--- src/rtl/mult_unit.sv ---
// Sequential shift-add unsigned multiplier (MULTU) that borrows the EX-stage ALU adder.
// Owns HI/LO; one product per WIDTH+1 cycles when starts are issued back to back.
module mult_unit #(
    parameter int WIDTH = 32
) (
    input  logic             clk,
    input  logic             rst,
    input  logic             start,
    input  logic [WIDTH-1:0] dataA,
    input  logic [WIDTH-1:0] dataB,
    output logic [WIDTH-1:0] alu_a,
    output logic [WIDTH-1:0] alu_b,
    output logic [2:0]       alu_ctl,
    input  logic [WIDTH-1:0] alu_sum,
    input  logic             alu_cout,
    output logic             busy,
    output logic             done,
    output logic [WIDTH-1:0] hi,
    output logic [WIDTH-1:0] lo,
    output logic [1:0]       o_state_dbg
);

    localparam int CW = $clog2(WIDTH);
    localparam logic [CW-1:0] LAST_COUNT = CW'(WIDTH - 1);
    localparam logic [2:0] ALU_ADD = 3'b010;

    typedef enum logic [1:0] {
        S_IDLE = 2'd0,
        S_RUN  = 2'd1,
        S_DONE = 2'd2
    } state_t;

    state_t           r_state;
    state_t           w_next_state;
    logic             w_load;
    logic             w_step;
    logic [WIDTH-1:0] r_hi;
    logic [WIDTH-1:0] r_lo;
    logic [WIDTH-1:0] r_mcand;
    logic [CW-1:0]    r_count;

    // Next-state logic; start is only honoured from IDLE or DONE.
    always_comb begin
        w_next_state = r_state;
        w_load       = 1'b0;
        w_step       = 1'b0;
        case (r_state)
            S_IDLE: begin
                if (start) begin
                    w_next_state = S_RUN;
                    w_load       = 1'b1;
                end
            end
            S_RUN: begin
                w_step = 1'b1;
                if (r_count == LAST_COUNT) begin
                    w_next_state = S_DONE;
                end
            end
            S_DONE: begin
                if (start) begin
                    w_next_state = S_RUN;
                    w_load       = 1'b1;
                end else begin
                    w_next_state = S_IDLE;
                end
            end
            default: begin
                w_next_state = S_IDLE;
            end
        endcase
    end

    always_ff @(posedge clk) begin
        if (rst) begin
            r_state <= S_IDLE;
        end else begin
            r_state <= w_next_state;
        end
    end

    // {HI,LO} shifts right one bit per step, with the ALU's 33-bit sum entering at the top.
    always_ff @(posedge clk) begin
        if (rst) begin
            r_hi    <= '0;
            r_lo    <= '0;
            r_mcand <= '0;
            r_count <= '0;
        end else if (w_load) begin
            r_hi    <= '0;
            r_lo    <= dataA;
            r_mcand <= dataB;
            r_count <= '0;
        end else if (w_step) begin
            {r_hi, r_lo} <= {alu_cout, alu_sum, r_lo[WIDTH-1:1]};
            r_count      <= r_count + 1'b1;
        end
    end

    // ALU operands come from registers only, so there is no input-to-output path.
    assign alu_a       = r_hi;
    assign alu_b       = r_lo[0] ? r_mcand : '0;
    assign alu_ctl     = ALU_ADD;

    assign busy        = (r_state == S_RUN);
    assign done        = (r_state == S_DONE);
    assign hi          = r_hi;
    assign lo          = r_lo;
    assign o_state_dbg = r_state;

endmodule

--- config.mk ---
export PLATFORM = sky130hd
export DESIGN_NAME = mult_unit
export DESIGN_NICKNAME = d
export VERILOG_FILES = /design/src/rtl/mult_unit.sv
export SDC_FILE = /design/constraint.sdc
export NUM_CORES = 1
export LEC_CHECK = 0
export CORE_ASPECT_RATIO = 1.1
export CORE_MARGIN = 2
export CORE_UTILIZATION = 35
export DETAILED_ROUTE_END_ITERATION = 8
export GPL_ROUTABILITY_DRIVEN = 1
export HOLD_SLACK_MARGIN = 0.06
export PLACE_DENSITY = 0.89
export SYNTH_ARGS = -nofsm -noshare
export SYNTH_HDL_FRONTEND = slang
export SYNTH_SLANG_ARGS = --single-unit
--- constraint.sdc ---
create_clock -name clk -period 1.2 [get_ports clk]
set_input_delay 0.3 -clock clk [delete_from_list [all_inputs] [get_ports clk]]
set_output_delay 0.3 -clock clk [all_outputs]
set_load 0.02 [all_outputs]
==> metrics <==
Final Critical Period=1480 ps; Mapped Area=4280 um^2; cts bufs inserted=9; top cells by count, synth=132 x nand2_1, 103 x dfxtp_1, 67 x a21oi_1; RePlAce Congestion=0.763; count leader, synth=nand2_1; CP Class=register to output port; total leakage power=4.05 nW; Worst setup endpoint=alu_b[0]; Min-Delay Path Class=primary input to register; antenna-violating nets left=0; global-route wire length before repair=25.0 mm; PortBufs=231; share of cells above drive strength 1=63.6%; antenna violations before repair=1; Seq pwr share=36.8%; fin crit share=123%; Die X=109 um; Initial DRC Count=238; power share of the combinational group=34.8%; Worst Hold Launch=rst; Net Switching=3.34 mW; # setup viols final=142; pwr dens=1120 nW/um^2; status=finished, violations left; H-tree Lvls=3; cells after synthesis=530; post-synthesis async set-or-reset flop share=0%; RSZ-0062 raised after global routing=true; worst clock skew=7.05 ps; drt wl/cell=22.2 um; crit-path max FO=23; P&R area growth vs syn=118%; Residual DRC=0; Crit. End Element=output port; Hold Slack=451 ps; clock network power share=28.3%; Peak Freq=678 MHz; CP startpoint=lo[0]$_SDFFE_PP0P_; pin count of the biggest net entering global routing=40; final slew viol count=0; design area=9330 um^2; Yosys top cell area share=48.2%; grt ovf=0; gr usage total=25.1%; R2R setup slack=-260 ps; Mapped Avg Cell Area=8.07 um^2; Ports=235; sequential cell area fraction in the yosys report=48.2%; Worst R2R Path Depth=7; Required @ worst endpoint=900 ps; max_cap viols=0; clock tree buffer depth=2; final worst setup slack=-275 ps; die area=13100 um^2; Starting Density=35.7%; Root Driver=clkbuf_16; vias per cell=5.37; Die H=120 um; FF-to-FF End=lo[7]$_SDFFE_PP0P_; drt pass-1 iters=4; non-filler cells, final=974; post-layout util=77.9%; Area after DPL=6800 um^2; post-synthesis cell type count=26; placed cells=899; switching share of power=32.0%; Int Power=7.12 mW; clock sink count=103; synthesis-stage register bit count=103; synth top area cells=dfxtp_1 48%, nand2_1 12%, a21oi_1 7.8%, nor3_1 7.5%, buf_4 7.4%; Core Region=12000 um^2; CTS clk-pin slew, worst paths=70 ps; fin nets=916; Clock Latency Late Sink=340 ps; number of synthesized flops with an enable pin=0; Via Count=5230; Rows=42; synth warn=0; setup_tns=-22430 ps; vias in the first global route=4596; Setup crit start kind=register; final hold violations=0; failing checks=setup timing; ys flop type=dfxtp_1; Synth area leader=dfxtp_1; DRT Wirelength=21.6 mm; HPWL after DPL=9.09 mm; TritonCTS clock tree=done; peak supply drop=0.000700 V; Worst R2R Start=o_state_dbg[0]$_SDFFE_PP0P_; critical path arrival=1180 ps
layer usage:
layer	vias to the layer above	wire length, um	GRT usage [%]
met5	-	0	0
met2	261	11200	42.5
met4	0	787	8.31
met1	2585	8180	31.5
met3	64	1460	4.94
li1	2320	-	-
how the worst min path moves through the flow:
stage / to / slack, ps / depth (start not counted)
finish: o_state_dbg[0]$_SDFFE_PP0P_ / 450 / 3
global route: r_mcand[19]$_SDFFE_PP0P_ / 460 / 3
CTS: r_mcand[18]$_SDFFE_PP0P_ / 440 / 3
detailed placement: r_mcand[29]$_SDFFE_PP0P_ / 440 / 2
global placement: r_mcand[22]$_SDFFE_PP0P_ / 440 / 2
floorplan: r_mcand[0]$_SDFFE_PP0P_ / 430 / 2
registers in the layout (all words and copies together) (netlist names):
| register | cells |
|---|---|
| r_mcand | 32 |
| alu_a | 32 |
| r_count | 5 |
| lo | 32 |
| o_state_dbg | 2 |
kinds of logic (layout without fill, tap and decap cells):
kind of cell               after synthesis  in the layout  share of synthesized area (%)
buffers and inverters                   79            367                           12.3
DFF                                    103            103                           48.2
other                                    2              4                          0.176
AOI/OAI and AO/OA                      101            101                           12.8
adders and majority gates                2              2                          0.585
xor gates and xnor gates                 2              2                          0.410
and+or+nand+nor                        241            241                           25.6
timing repair:
| action | 4_1_cts | 5_1_grt |
|---|---|---|
| buffers inserted | 14 | 11 |
| resized for setup | 683 | 335 |
| hold buffers | 0 | 0 |
| cloned | 24 | 17 |
| endpoints found under the setup margin | 235 | 182 |
| pin swaps | 76 | 113 |
layout make-up:
class                      instances  area (um^2)
antenna                            1         2.50
sequential                       103         2100
clock inverter                     4         27.5
clock buffer                      12          267
inverter                           2         15.0
multi-input combinational        349         3020
fill                             716         2650
timing repair buffer             349         3700
tap                              154          193
critical path, cell delays in order (launching register included):
cell	delay, ps
dfxtp_4	360
buf_12	150
and2_1	160
buf_2	160
metrics by stage:
stage | power, mW | setup slack, ps
2_1_floorplan | 4.88 | -5.46
3_3_place_gp | 5.93 | -312
3_5_place_dp | 5.97 | -382
4_1_cts | 9.46 | -249
5_1_grt | 10.8 | -367
6_report | 10.5 | -275
cells in the final DEF (no fill, tap or decap), drive strengths merged, types with 2 or more instances in the layout:
cell,instances
buf,237
nand2,133
dfxtp,103
clkdlybuf4s50,97
a21oi,67
nor3,64
and2,33
o22ai,32
clkbuf,26
conb,3
clkinv,3
inv,3
nand2b,2
ha,2
nor2b,2
and3,2
o21ai,2
nor2,2
power groups by stage:
stage                     clock [mW]  sequential (mW)  combinational [mW]
after floorplan                    0             4.05               0.835
final                           2.96             3.85                3.64
after global routing            3.12             3.87                3.78
after detailed placement           0             3.86                2.11
after global placement             0             3.85                2.08
after CTS                       2.91             3.78                2.77
Note: power is estimated with default switching activity, not from simulation.
